==> src/rtl/muldiv_unit.sv <==
// RV32M/RV64M multiply/divide unit: iterative shift-add multiply and restoring divide.
// Define MULDIV_FAST_MUL_EN to serve all multiplies from one combinational XLEN x XLEN multiplier.
module muldiv_unit #(
    parameter int XLEN           = 32,
    parameter int BITS_PER_CYCLE = 1
) (
    input  logic            clk,
    input  logic            rst_n,
    input  logic            in_valid,
    output logic            in_ready,
    input  logic [2:0]      funct3,
    input  logic [XLEN-1:0] op_a,
    input  logic [XLEN-1:0] op_b,
    input  logic            flush,
    output logic            out_valid,
    input  logic            out_ready,
    output logic [XLEN-1:0] result,
    output logic            busy
);

    localparam int N  = XLEN / BITS_PER_CYCLE;
    localparam int CW = $clog2(N + 1);
    localparam logic [XLEN-1:0] MOST_NEG = {1'b1, {(XLEN-1){1'b0}}};

    typedef enum logic [1:0] {S_IDLE, S_CALC, S_DONE} state_e;

    state_e              state_q, state_d;
    logic [2:0]          f3_q, f3_d;
    logic [XLEN-1:0]     opnd_q, opnd_d;
    logic [2*XLEN-1:0]   acc_q, acc_d;
    logic [CW-1:0]       cnt_q, cnt_d;
    logic                neg_q, neg_d;
    logic                rneg_q, rneg_d;
    logic [XLEN-1:0]     result_q, result_d;

    logic                accept;
    logic                a_signed, b_signed, a_neg, b_neg;
    logic [XLEN-1:0]     a_mag, b_mag;
    logic                div_zero, div_ovf;
    logic [XLEN-1:0]     special_res;
    logic [2*XLEN-1:0]   step;
    logic [XLEN:0]       rs, df, sm;

    // Magnitude-domain result -> signed result, then pick the half/quotient/remainder.
    function automatic logic [XLEN-1:0] fin_result(input logic [2:0] f, input logic [2*XLEN-1:0] v,
                                                   input logic n, input logic rn);
        logic [2*XLEN-1:0] p;
        logic [XLEN-1:0]   q;
        logic [XLEN-1:0]   r;
        p = n  ? -v : v;
        q = n  ? -v[XLEN-1:0] : v[XLEN-1:0];
        r = rn ? -v[2*XLEN-1:XLEN] : v[2*XLEN-1:XLEN];
        case (f)
            3'b000:                 return p[XLEN-1:0];
            3'b001, 3'b010, 3'b011: return p[2*XLEN-1:XLEN];
            3'b100, 3'b101:         return q;
            default:                return r;
        endcase
    endfunction

    assign in_ready  = (state_q == S_IDLE) && !flush;
    assign accept    = in_valid && in_ready;
    assign out_valid = (state_q == S_DONE);
    assign busy      = (state_q != S_IDLE);
    assign result    = result_q;

    always_comb begin
        a_signed = (funct3 == 3'b001) || (funct3 == 3'b010) || (funct3 == 3'b100) || (funct3 == 3'b110);
        b_signed = (funct3 == 3'b001) || (funct3 == 3'b100) || (funct3 == 3'b110);
        a_neg    = a_signed && op_a[XLEN-1];
        b_neg    = b_signed && op_b[XLEN-1];
        a_mag    = a_neg ? -op_a : op_a;
        b_mag    = b_neg ? -op_b : op_b;
        div_zero = funct3[2] && (op_b == '0);
        div_ovf  = ((funct3 == 3'b100) || (funct3 == 3'b110)) && (op_a == MOST_NEG) && (op_b == '1);
        if (div_zero) special_res = funct3[1] ? op_a : '1;
        else          special_res = funct3[1] ? '0 : op_a;
    end

    // BITS_PER_CYCLE unrolled radix-2 steps; the accumulator holds {hi, lo} for both ops.
    always_comb begin
        step = acc_q;
        rs   = '0;
        df   = '0;
        sm   = '0;
        for (int i = 0; i < BITS_PER_CYCLE; i++) begin
            if (f3_q[2]) begin
                rs = {step[2*XLEN-1:XLEN], step[XLEN-1]};
                df = rs - {1'b0, opnd_q};
                if (!df[XLEN]) step = {df[XLEN-1:0], step[XLEN-2:0], 1'b1};
                else           step = {rs[XLEN-1:0], step[XLEN-2:0], 1'b0};
            end else begin
                sm   = {1'b0, step[2*XLEN-1:XLEN]} + (step[0] ? {1'b0, opnd_q} : '0);
                step = {sm, step[XLEN-1:1]};
            end
        end
    end

`ifdef MULDIV_FAST_MUL_EN
    logic [2*XLEN-1:0] fast_prod;
    assign fast_prod = (2*XLEN)'(a_mag) * (2*XLEN)'(b_mag);
`endif

    always_comb begin
        state_d  = state_q;
        f3_d     = f3_q;
        opnd_d   = opnd_q;
        acc_d    = acc_q;
        cnt_d    = cnt_q;
        neg_d    = neg_q;
        rneg_d   = rneg_q;
        result_d = result_q;
        case (state_q)
            S_IDLE: begin
                if (accept) begin
                    f3_d   = funct3;
                    neg_d  = a_neg ^ b_neg;
                    rneg_d = a_neg;
                    cnt_d  = CW'(N);
                    if (funct3[2]) begin
                        opnd_d = b_mag;
                        acc_d  = {{XLEN{1'b0}}, a_mag};
                    end else begin
                        opnd_d = a_mag;
                        acc_d  = {{XLEN{1'b0}}, b_mag};
                    end
                    if (div_zero || div_ovf) begin
                        result_d = special_res;
                        state_d  = S_DONE;
                    end
`ifdef MULDIV_FAST_MUL_EN
                    else if (!funct3[2]) begin
                        result_d = fin_result(funct3, fast_prod, a_neg ^ b_neg, a_neg);
                        state_d  = S_DONE;
                    end
`endif
                    else begin
                        state_d = S_CALC;
                    end
                end
            end
            S_CALC: begin
                acc_d = step;
                cnt_d = cnt_q - CW'(1);
                if (cnt_q == CW'(1)) begin
                    result_d = fin_result(f3_q, step, neg_q, rneg_q);
                    state_d  = S_DONE;
                end
            end
            S_DONE: begin
                if (out_ready) state_d = S_IDLE;
            end
            default: state_d = S_IDLE;
        endcase
        // A kill leaves the last delivered result visible.
        if (flush) begin
            state_d  = S_IDLE;
            result_d = result_q;
        end
    end

    always_ff @(posedge clk or negedge rst_n) begin
        if (!rst_n) begin
            state_q  <= S_IDLE;
            f3_q     <= '0;
            opnd_q   <= '0;
            acc_q    <= '0;
            cnt_q    <= '0;
            neg_q    <= 1'b0;
            rneg_q   <= 1'b0;
            result_q <= '0;
        end else begin
            state_q  <= state_d;
            f3_q     <= f3_d;
            opnd_q   <= opnd_d;
            acc_q    <= acc_d;
            cnt_q    <= cnt_d;
            neg_q    <= neg_d;
            rneg_q   <= rneg_d;
            result_q <= result_d;
        end
    end

endmodule

==> config.mk <==
export PLATFORM = sky130hd
export DESIGN_NAME = muldiv_unit
export DESIGN_NICKNAME = d
export VERILOG_FILES = /design/src/rtl/muldiv_unit.sv
export SDC_FILE = /design/constraint.sdc
export NUM_CORES = 1
export LEC_CHECK = 0
export BUFFER_PORTS_ARGS = -buffer_cell sky130_fd_sc_hd__buf_2
export CAP_MARGIN = 20
export CORE_AREA = 2 2 183 221
export CTS_CLUSTER_DIAMETER = 30
export CTS_CLUSTER_SIZE = 30
export DETAILED_ROUTE_END_ITERATION = 8
export DIE_AREA = 0 0 185 223
export PLACE_DENSITY_LB_ADDON = 0.25
export SLEW_MARGIN = 20
export SYNTH_ARGS = -nofsm -noshare
export SYNTH_HDL_FRONTEND = slang
export SYNTH_SLANG_ARGS = --single-unit
==> constraint.sdc <==
create_clock -name clk -period 7.6 [get_ports clk]
set_input_delay 2.28 -clock clk [delete_from_list [all_inputs] [get_ports clk]]
set_output_delay 2.28 -clock clk [all_outputs]
set_load 0.005 [all_outputs]
-- Word-level counts from Yosys, hierarchy flattened
Cells that the tools add are included.
- flip-flop bits (word level): 141
- latch bits: 0
- RAM bits: 0
- memory bits (read-only): 0
- output and inout port bits: 35
- memories kept: 0
- add/sub/neg operators: 8
- multipliers: 0
- div/mod/pow operators: 0
- $lt $le $gt $ge: 0
- equality and inequality tests: 20
- shift-type cells: 0
- muxes and demuxes: 28
- bitwise gates (word level): 2
- reductions and logical operators: 26
- operators by type and width (kind ; count):
    32-bit two-way mux ; 13
    64-bit two-way mux ; 4
    32-bit negator ; 4
    64-bit one-hot mux with 2 select lines ; 1
    32-bit one-hot mux with 3 select lines ; 1
    32-bit == test, second input constant ; 2
    64-bit negator ; 1
    32-bit one-hot mux with 2 select lines ; 1
    32-bit by 32-bit adder with 33-bit output ; 1
    33-bit by 32-bit subtractor with 33-bit output ; 1
    32-bit logical NOT ; 1
    3-bit == test, second input constant ; 4
    6-bit one-hot mux with 2 select lines ; 1
    2-bit two-way mux ; 5
    3-bit by 2-bit == test with 1-bit output, second input constant ; 3
    1-bit logical AND ; 7
    1-bit logical OR ; 7
    3-bit by 1-bit == test with 1-bit output, second input constant ; 2
    6-bit by 1-bit == test with 1-bit output, second input constant ; 1
    6-bit two-way mux ; 1
    3-bit != test, second input constant ; 2
    2-bit one-hot mux with 3 select lines ; 1
    6-bit by 1-bit subtractor with 6-bit output, second input constant ; 1
    5-bit AND reduction ; 1
    other kinds (15) ; 18

-- Logic depth before layout (Yosys ltp)
Gate-level depths: netlist of the first run.
- depth in word-level cells: 9
- gate-level depth with buffers: 25
- mapped depth without buffers: 22

-- Worst setup path before layout of the first run
No wires, ideal clock.
- path type: input -> register
- start: in op_b[13]
- end: reg result_q[31], in the netlist result[31]
- arrival: 5.703 ns
- setup slack: 1.773 ns
- cell stages on the path: 13
- cells stage by stage: or4_1 -> or4_1 -> nor2_1 -> nand2_1 -> nor3_1 -> nor3b_1 -> or4_1 -> buf_2 -> a21oi_1 -> o21ai_1 -> nor3b_1 -> a2111oi_0 -> or2_1
- word-level cells in the longest chain between the ends: 6
- RTL lines (element ; line ; RTL):
    from (decl) ; 13 ; input logic [XLEN-1:0] op_b,
    32-bit logical NOT ; 74 ; div_zero = funct3[2] && (op_b == '0);
    1-bit logical AND ; 74 ;
    32-bit two-way mux ; 76 ; if (div_zero) special_res = funct3[1] ? op_a : '1;
    32-bit two-way mux ; 127 ; if (div_zero || div_ovf) begin
    32-bit two-way mux ; 115 ; if (accept) begin
    32-bit one-hot mux with 2 select lines ; 113 ; case (state_q)
    to (signal assigned) ; 180 ; result_q <= result_d;
    to (decl) ; 34 ; logic [XLEN-1:0] result_q, result_d;
Parallel ways exist; a longest one is shown, timed or not. The select of a mux whose other input is x is not followed.
A chain may end at the register's enable or synchronous reset.

-- Worst setup path after layout of the first run
- start: in op_a[29]
- end: reg result_q[30], in the netlist result[30]
- word-level cells in the longest chain between the ends: 6
- RTL lines (element ; line ; RTL):
    from (decl) ; 12 ; input logic [XLEN-1:0] op_a,
    32-bit == test ; 75 ; div_ovf = ((funct3 == 3'b100) || (funct3 == 3'b110)) && (op_a == MOST_NEG) && (op_b == '1);
    1-bit logical AND (2 in series) ; 75 ;
    1-bit logical OR ; 127 ;
    2-bit by 1-bit != test with 1-bit output (no line) ; n/a ;
    5-bit AND reduction (no line) ; n/a ;
Every way passes these cells.

==> flow_metrics.tcl, run 1 <==
set metrics [dict create \
    routed_via_density 6.41 \
    p_clk_share_pct 10.3 \
    synth_area_leader_cell "dfrtp_1" \
    grt_pass1_wl_um 109000 \
    setup_tns_ns 0 \
    crit_type "primary input to flop" \
    slew-limit-headroom_pct 32.5 \
    maxSlewViolCount 0 \
    cts.sinks 141 \
    cts_buffers 17 \
    fin_nets 2499 \
    met2_length_um 34200 \
    arrival_ns 6.71 \
    post_drt_wl_per_cell_um 25.1 \
    comb_power_share_pct 72.5 \
    seq_area_frac_synth_pct 21.3 \
    holdBufCountCts 0 \
    hold_depth 2 \
    synthMuxAreaShare_pct 3.62 \
    cp.required_ns 7.93 \
    antenna_cells 0 \
    met3_length_um 4820 \
    synthDistinctLibCells 95 \
    synthFlopType "dfrtp_1" \
    synth-simple-area-share_pct 25.5 \
    core-area_um2 39200 \
    synth.ff_latch_count 141 \
    cts-resized-gates 0 \
    drt_first_pass_iters 6 \
    synth.most_common_cell "nand2_1" \
    die-area_um2 41300 \
    syn2layout_area_growth_pct 9.72 \
    grt_util_all_layers_pct 35.3 \
    synth_common_cells "nand2_1, o21ai_0, a21oi_1" \
    top_layer "met5" \
    hold-worst-slack_ns 0.481 \
    grt_overflow 0 \
    worstHoldStart "result[15]" \
    die_w_um 185 \
    dp_slack_ns 0.864 \
    powerDensity_nw_per_um2 463 \
    synth-compound-area-share_pct 30.5 \
    vias 18600 \
    r2r-start "opnd_q[0]" \
    antenna_found_initial 3 \
    worstSkewPairLatency_ns 0.46 \
    clk_pin_slew_ns 0.07 \
    max_cap_violations 0 \
    synth.avg_cell_area_um2 7.13 \
    multi_input_area_um2 12200 \
    endpoint_kind "flop" \
    synthTopCellsByArea "dfrtp_1, o21ai_0, nand2_1" \
    synth_xor_area_share_pct 8.28 \
    ioPinCount 107 \
    synth_top_family_by_area "compound AO/OA/AOI/OAI gates" \
    drt-initial-drc-count 1919 \
    regToRegEndpoint "result[16]" \
    async_reset_ff_share_pct 100 \
    utilization_pct 46.4 \
    switchingPower_mw 4.77 \
    ir_drop_v 0.000171 \
    synth_area_um2 16600 \
    min-delay-path-class "flop to flop" \
    gp_congestion 0.996 \
    drcViolationCount 0 \
    ant_nets 0 \
    clock-skew-final_ns 0.0105 \
    start_util_pct 42.3 \
    swShare_pct 56.6 \
    cts-htree-levels 4 \
    synth_cells 2330 \
    dieHeight_um 223 \
    finalCritPeriodShare_pct 83.9 \
    drive_gt1_share_pct 10.3 \
    cp-start-kind "primary input" \
    worst-path-max-fanout 22 \
    tightest_slew_ns 1.00 \
    routed_wirelength_um 72900 \
    reg2regPathDepth 21 \
    hold_viol 0 \
    io_buffers 106 \
    holdPathEnd "result[15]" \
    tritoncts "built" \
    power.internal_mw 3.66 \
    clock.fmax_mhz 157 \
    grt_pass1_vias 17500 \
    wl_met1_um 28800 \
    setup_viol 0 \
    num_rows 80 \
    cts_buffer_depth 2 \
    p_seq_share_pct 17.2 \
    synth_edf_count 0 \
    p_leak_nw 7.54 \
    synth_nets 2475 \
    grt_max_degree 100 \
    ff2ff_setup_slack_ns 1.26 \
    nFillCells 4098 \
    power_mw 8.44 \
    dp_hpwl_um 57600 \
    rsz0062_at_grt "false" \
    synth_fa_ha_area_share_pct 5.59 \
    register_area_um2 3530 \
    post_cts_buffers 0 \
    setup_slack_ns 1.22 \
    cts_root_buf "clkbuf_16" \
    synth_top_area_share_pct 21.3 \
    layout_min_cycle_time_ns 6.38 \
    status "finished, final reports clean" \
    yosysWarnings 0 \
]
## area by class of cell
| cell class | count | area share, % |
|---|---|---|
| flip-flops and latches | 141 | 19.4 |
| clock buffers | 20 | 2.45 |
| multi-input cells | 1965 | 67.2 |
| well taps | 533 | 3.66 |
| repair buffers | 156 | 5.02 |
| inverters | 73 | 1.50 |
| clock inverters | 12 | 0.749 |
## metal layers
| layer | up-vias | global-route usage (%) |
|---|---|---|
| met4 | 2 | 21.9 |
| met5 | - | 0 |
| met3 | 189 | 4.42 |
| met2 | 846 | 58.1 |
| met1 | 8945 | 43.7 |
| li1 | 8614 | - |
## power by group through the flow
stage	logic (mW)	registers (mW)	clock network, mW
6_report	6.11	1.45	0.873
5_1_grt	6.58	1.48	0.904
4_1_cts	5.97	1.44	0.876
3_5_place_dp	5.93	1.45	0
3_3_place_gp	5.90	1.44	0
2_1_floorplan	4.00	1.28	0
## placed cells by master (no fill, tap or decap), types with 53 or more instances in the layout
master,count
a21oi_1,208
buf_2,104
dfrtp_1,140
ha_1,71
inv_1,73
mux2i_1,53
nand2_1,295
nand3_1,91
nor2_1,191
nor3_1,60
o21ai_0,236
xnor2_1,99
xor2_1,58
## how the worst max path moves through the flow
stage                     depth (start not counted)       from  slack (ns)          to
after floorplan                                  13   op_b[13]        1.77  result[31]
after global placement                           13   op_a[29]        0.98  result[30]
after detailed placement                         13   op_a[29]        0.86  result[30]
after CTS                                        13   op_a[29]        1.33  result[30]
after global routing                             21  opnd_q[0]        1.09  result[16]
final                                            13   op_a[29]        1.22  result[30]
## state kept, by name, summed over array words and instances, names as in the netlist
signal   flops
cnt_q        6
result      32
rneg_q       1
f3_q         3
neg_q        1
state_q      2
opnd_q      32
acc_q       64
## critical path, cell delays in order
cell and delay [ns]:
buf_2 0.13, or3_1 0.45, or4_1 0.53, nor4_1 0.79, nand4_1 0.18, nor3b_1 0.23
or4_2 0.94, nor2_1 0.44, o211ai_1 0.22, o221ai_1 0.20, a31oi_1 0.07, o211a_1 0.13
a21boi_0 0.12
## cell families after synthesis
logic type                 count (synthesis)
AOI/OAI and AO/OA                        792
xor gates and xnor gates                 157
adders and majority gates                 73
buffers and inverters                    224
DFF                                      141
muxes                                     59
and+or+nand+nor                          884
## stage by stage
stage                     instances  cell area [um2]
after floorplan                2330            16600
after global placement         2868            17600
after detailed placement       2868            17600
after CTS                      2900            18200
after global routing           2900            18200
final                          2900            18200
Power figures use the tool's default switching activity.
==> run 2: changes to the inputs <==
ABC_AREA = 1   (was unset)
CORE_AREA = 2 2 187 226   (was 2 2 183 221)
DIE_AREA = 0 0 189 228   (was 0 0 185 223)
clock period = 6.2 ns   (was 7.6 ns; I/O delays follow)
==> run 2 against run 1 <==
Compared with the run above: worst hold slack got worse by 0.0042 ns; combinational power rose by 73%; largest cell class unchanged; cell count rose by 23%.
==> flow_metrics.tcl, run 2 <==
set metrics [dict create \
    status "finished, final reports clean" \
    p_seq_share_pct 13.7 \
    rsz0062_at_grt "false" \
    routed_wirelength_um 88800 \
    die_w_um 189 \
    synth.most_common_cell "nand2_1" \
    crit_slowest_cell "nand2_1" \
    grt_max_degree 72 \
    synthTopCellsByArea "dfrtp_1, nand2_1, inv_1" \
    layout_min_cycle_time_ns 5.18 \
    io_buffers 106 \
    worst-path-max-fanout 32 \
    cts_buffer_depth 2 \
    hold_viol 0 \
    critPathMaxStageDelay_ns 0.64 \
    finalCritPeriodShare_pct 83.6 \
    num_rows 82 \
    dpl_cell_area_um2 18300 \
    vias 20900 \
    largest_reg_flops 64 \
    grt_overflow 0 \
    cts-resized-gates 0 \
    comb_power_share_pct 78.2 \
    met3_length_um 6430 \
    dieHeight_um 228 \
    dp_slack_ns 1.05 \
    worstHoldStart "result[1]" \
    r2r-start "acc_q[31]" \
    crit_type "flop to flop" \
    post_drt_wl_per_cell_um 25.0 \
    clk_pin_slew_ns 0.07 \
    maxSlewViolCount 0 \
    p_leak_nw 9.67 \
    holdPathEnd "result[1]" \
    powerDensity_nw_per_um2 716 \
    p_clk_share_pct 8.2 \
    clock.fmax_mhz 193 \
    synth.avg_cell_area_um2 5.89 \
    ant_nets 0 \
    slew-limit-headroom_pct 20.7 \
    nFillCells 4516 \
    cts_buffers 17 \
    dp_hpwl_um 72000 \
    setup_viol 0 \
    core-area_um2 41100 \
    synth_top_area_share_pct 20.3 \
    power_mw 13.6 \
    min-delay-path-class "flop to flop" \
    cts.sinks 141 \
    synth_cells 2946 \
    synth_nets 3091 \
    antenna_found_initial 0 \
    worstSkewPairLatency_ns 0.46 \
    wl_met1_um 32700 \
    crit_family "simple AND/OR/NAND/NOR gates" \
    gp_congestion 1.08 \
    regToRegEndpoint "result[31]" \
    top_layer "met4" \
    switchingPower_mw 8.76 \
    regMostFlops "acc_q" \
    max_cap_violations 0 \
    ff2ff_setup_slack_ns 1.02 \
    cp_common_cell "nand2_1" \
    final_cell_mix "nand2_1, inv_1, nor2_1" \
    die-area_um2 43100 \
    cts_root_buf "clkbuf_16" \
    grt_util_all_layers_pct 40.9 \
    clock-skew-final_ns 0.0175 \
    drt_first_pass_iters 6 \
    cts-htree-levels 4 \
    setup_slack_ns 1.02 \
    tightest_slew_ns 1.18 \
    start_util_pct 42.2 \
    drive_gt1_share_pct 9.96 \
    post_cts_buffers 0 \
    yosysWarnings 0 \
    swShare_pct 64.6 \
    grt_pass1_wl_um 129000 \
    routed_via_density 5.88 \
    syn2layout_area_growth_pct 9.17 \
    synth_area_um2 17400 \
    final_common_cell "nand2_1" \
    synth_area_leader_cell "dfrtp_1" \
    ir_drop_v 0.000307 \
    grt_pass1_vias 19900 \
    final_area_um2 18900 \
    synth.ff_latch_count 141 \
    synth_common_cells "nand2_1, inv_1, nor2_1" \
    setup_tns_ns 0 \
    arrival_ns 5.53 \
    async_reset_ff_share_pct 100 \
    holdBufCountCts 0 \
    met2_length_um 40600 \
    ioPinCount 107 \
    synthDistinctLibCells 59 \
    cp.required_ns 6.55 \
    drt-initial-drc-count 2477 \
    endpoint_kind "flop" \
    antenna_cells 0 \
    tritoncts "built" \
    cp.buffers_inverters 4 \
    reg2regPathDepth 30 \
    power.internal_mw 4.81 \
    seq_area_frac_synth_pct 20.3 \
    drcViolationCount 0 \
    hold_depth 2 \
    synth_edf_count 0 \
    fin_nets 3144 \
    cp-start-kind "flop" \
    synthFlopType "dfrtp_1" \
]
run 2: cell count changes in the layout (fill, tap and decap cells not counted), moves of 27 or more:
| cell | before | now |
|---|---|---|
| a21oi_1 | 208 | 142 |
| and2_1 | 50 | 2 |
| inv_1 | 73 | 388 |
| mux2i_1 | 53 | 0 |
| nand2_1 | 295 | 845 |
| nand2_2 | 2 | 29 |
| nand3_1 | 91 | 239 |
| nor2_1 | 191 | 290 |
| o21ai_0 | 236 | 204 |
| o31ai_1 | 34 | 4 |
| xnor2_1 | 99 | 14 |
run 2: worst register-to-register path, delay by kind of cell, from the launching register on:
family	cells	cell delay (ns)
and+or+nand+nor	24	3.47
adders and majority gates	2	0.62
DFF	1	0.38
buffers and inverters	4	0.60
run 2: area by class of cell:
class                      instances  area (um2)  area share [%]
multi-input combinational       2300       11900            62.6
sequential                       141        3530            18.7
inverter                         402        1510            7.97
clock buffer                      18         429            2.27
tap                              546         683            3.61
clock inverter                    14         165           0.872
timing repair buffer             137         769            4.06
run 2: worst max-delay path by stage:
stage	from	to	slack, ns	depth (start not counted)
4_1_cts	acc_q[31]	result[30]	1.18	35
5_1_grt	acc_q[31]	result[24]	0.70	33
3_5_place_dp	op_a[0]	result[15]	1.05	15
6_report	acc_q[31]	result[31]	1.02	30
2_1_floorplan	op_a[0]	result[11]	2.05	14
3_3_place_gp	op_a[0]	result[21]	1.14	16
run 2: power by group through the flow:
stage / clock network (mW) / logic, mW / registers, mW
final: 1.11 / 10.6 / 1.86
after global routing: 1.15 / 11.4 / 1.88
after CTS: 1.10 / 10.3 / 1.83
after detailed placement: 0 / 10.2 / 1.84
after global placement: 0 / 10.2 / 1.83
after floorplan: 0 / 6.76 / 1.58
run 2: routing by layer:
layer	up-vias	global-route usage [%]
li1	9747	-
met1	9673	46.8
met2	1207	66.4
met3	303	6.18
met4	0	35.0
met5	-	0
run 2: cells by family (layout without fill, tap and decap cells):
kind of cell	Yosys count	in the layout	synth area share (%)
AND/OR/NAND/NOR	1561	1561	38.4
flip-flops	141	141	20.3
buffers and inverters	505	571	11.4
XOR/XNOR	91	91	4.59
adder cells (fa/ha/maj)	73	73	5.35
AO/OA/AOI/OAI	575	575	19.9
run 2: stage by stage:
stage	hold WS, ns	instances	util [%]
after floorplan	0.452	2946	-
after global placement	0.461	3525	44.6
after detailed placement	0.460	3526	44.6
after CTS	0.484	3558	46.0
after global routing	0.492	3558	46.0
final	0.477	3558	46.0
==> run 3: changes to the inputs <==
ABC_AREA = 0   (was 1)
CORE_AREA = 2 2 183 221   (was 2 2 187 226)
DIE_AREA = 0 0 185 223   (was 0 0 189 228)
clock period = 4.62 ns   (was 6.2 ns; I/O delays follow)
==> run 3 against run 2 <==
Compared with the run above: the flow now finishes with violations (setup timing); clock power grew 28%; flip-flop and latch count stayed put; core utilization increased by 15 points; fmax rose by 5.1%; die area fell by 4.3%; power increased by 36%; register-to-register slack lost 1.3 ns; worst hold slack better by 0.012 ns; first-iteration DRC count is 20% lower; setup slack got worse by 1.3 ns.
==> flow_metrics.tcl, run 3 (same netlist as run 1, synthesis figures left out) <==
set metrics [dict create \
    register_area_um2 3530 \
    dpl_cell_area_um2 21600 \
    cts.sinks 141 \
    cp-start-kind "flop" \
    crit_slowest_cell "or4_4" \
    nFillCells 3661 \
    cts-htree-levels 4 \
    crit_type "flop to flop" \
    tritoncts "built" \
    clock.fmax_mhz 203 \
    p_clk_share_pct 7.7 \
    grt_util_all_layers_pct 38.8 \
    die-area_um2 41300 \
    violations "setup timing" \
    place_inst 3372 \
    layout_min_cycle_time_ns 4.93 \
    hold-worst-slack_ns 0.489 \
    multi_input_area_um2 13500 \
    status "finished with violations" \
    grt_overflow 0 \
    gp_congestion 1.05 \
    drcViolationCount 0 \
    cts_root_buf "clkbuf_16" \
    fin_nets 3061 \
    rsz0062_at_grt "true" \
    ir_drop_v 0.000399 \
    final_common_cell "buf_4" \
    drt-initial-drc-count 1985 \
    ioPinCount 107 \
    routed_wirelength_um 81800 \
    cts_buffers 17 \
    drive_gt1_share_pct 33.2 \
    utilization_pct 60.9 \
    antenna_found_initial 1 \
    drt_first_pass_iters 6 \
    grt_pass1_vias 20200 \
    crit_family "simple AND/OR/NAND/NOR gates" \
    cp.buffers_inverters 1 \
    swShare_pct 51.4 \
    clock-skew-final_ns 0.0153 \
    syn2layout_area_growth_pct 44.0 \
    comb_power_share_pct 79.9 \
    start_util_pct 42.3 \
    num_rows 80 \
    power.internal_mw 8.97 \
    p_leak_nw 10.6 \
    cts_buffer_depth 2 \
    setup_slack_ns -0.312 \
    die_w_um 185 \
    io_buffers 106 \
    worstSkewPairLatency_ns 0.47 \
    setup_viol 24 \
    endpoint_kind "flop" \
    hold_viol 0 \
    clk_pin_slew_ns 0.07 \
    vias 21100 \
    final_area_um2 23900 \
    cp_cell_sequence "ha_4, nand4_1, or4_4, or3_4, o32a_4, a21oi_4, nor3_4, a21oi_2, ha_2, nand2_2, or4_4, buf_6, or2_4, o21ai_4, xnor2_2, o211ai_1, a211o_1, mux2i_2, a211oi_2" \
    slew-limit-headroom_pct 10.4 \
    dp_hpwl_um 64600 \
    critPathMaxStageDelay_ns 0.58 \
    cp_common_cell "or4_4" \
    finalCritPeriodShare_pct 107 \
    maxSlewViolCount 0 \
    min-delay-path-class "flop to flop" \
    layout.cells.non_filler 3463 \
    max_cap_violations 0 \
    routed_via_density 6.08 \
    ant_nets 0 \
    powerDensity_nw_per_um2 772 \
    regMostFlops "acc_q" \
    worst-path-max-fanout 4 \
    p_seq_share_pct 12.4 \
    tightest_slew_ns 1.34 \
    post_drt_wl_per_cell_um 23.6 \
    dieHeight_um 223 \
    switchingPower_mw 9.50 \
    grt_max_degree 75 \
    largest_reg_flops 64 \
    arrival_ns 5.27 \
    holdBufCountCts 0 \
    grt_pass1_wl_um 120000 \
    core-area_um2 39200 \
    cp.required_ns 4.95 \
    final_cell_mix "buf_4, nand2_1, o21ai_0" \
]
-- run 3: power groups by stage --
stage / clock network (mW) / logic (mW) / registers, mW
global placement: 0 / 12.5 / 2.26
floorplan: 0 / 6.67 / 2.10
CTS: 1.42 / 13.2 / 2.26
finish: 1.42 / 14.8 / 2.30
global route: 1.46 / 15.6 / 2.34
detailed placement: 0 / 12.6 / 2.28
-- run 3: per-stage QoR --
stage          power [mW]  setup TNS, ns  setup WS, ns
2_1_floorplan        8.78          -3.08        -0.325
3_3_place_gp         14.8          -6.02        -0.413
3_5_place_dp         14.9          -8.34        -0.514
4_1_cts              16.8          -1.87        -0.206
5_1_grt              19.4          -9.08        -0.562
6_report             18.5          -3.58        -0.312
-- run 3: final cells by class --
type                    count  area share (%)
repair buffers            717            22.6
clock inverters            15           0.612
flip-flops and latches    141            14.8
clock buffers              17            1.78
multi-input cells        1966            56.2
well taps                 533            2.79
diodes                      1          0.0105
inverters                  73            1.17
-- run 3: final timing paths --
path,start,slack (ns),depth (start not counted),endpoint
setup reg to reg,acc_q[62],-0.31,19,result[20]
setup / recovery,acc_q[62],-0.31,19,result[20]
max in group asynchronous,rst_n,2.81,2,cnt_q[2]
hold / removal,cnt_q[5],0.49,1,cnt_q[5]
min in group asynchronous,rst_n,0.93,1,opnd_q[14]
hold reg to reg,cnt_q[5],0.49,1,cnt_q[5]
-- run 3: layer usage --
layer	track usage, %	vias up	share of wire, %
met4	25.0	0	7.6
met2	65.2	973	47
met1	46.1	10100	39
li1	-	9738	-
met3	5.57	260	6.5
met5	0	-	0
-- run 3: timing repair --
action	CTS	global route
setup buffers	16	46
cloned	2	1
endpoints found under the setup margin	27	31
pin swaps	41	82
resized for setup	98	179
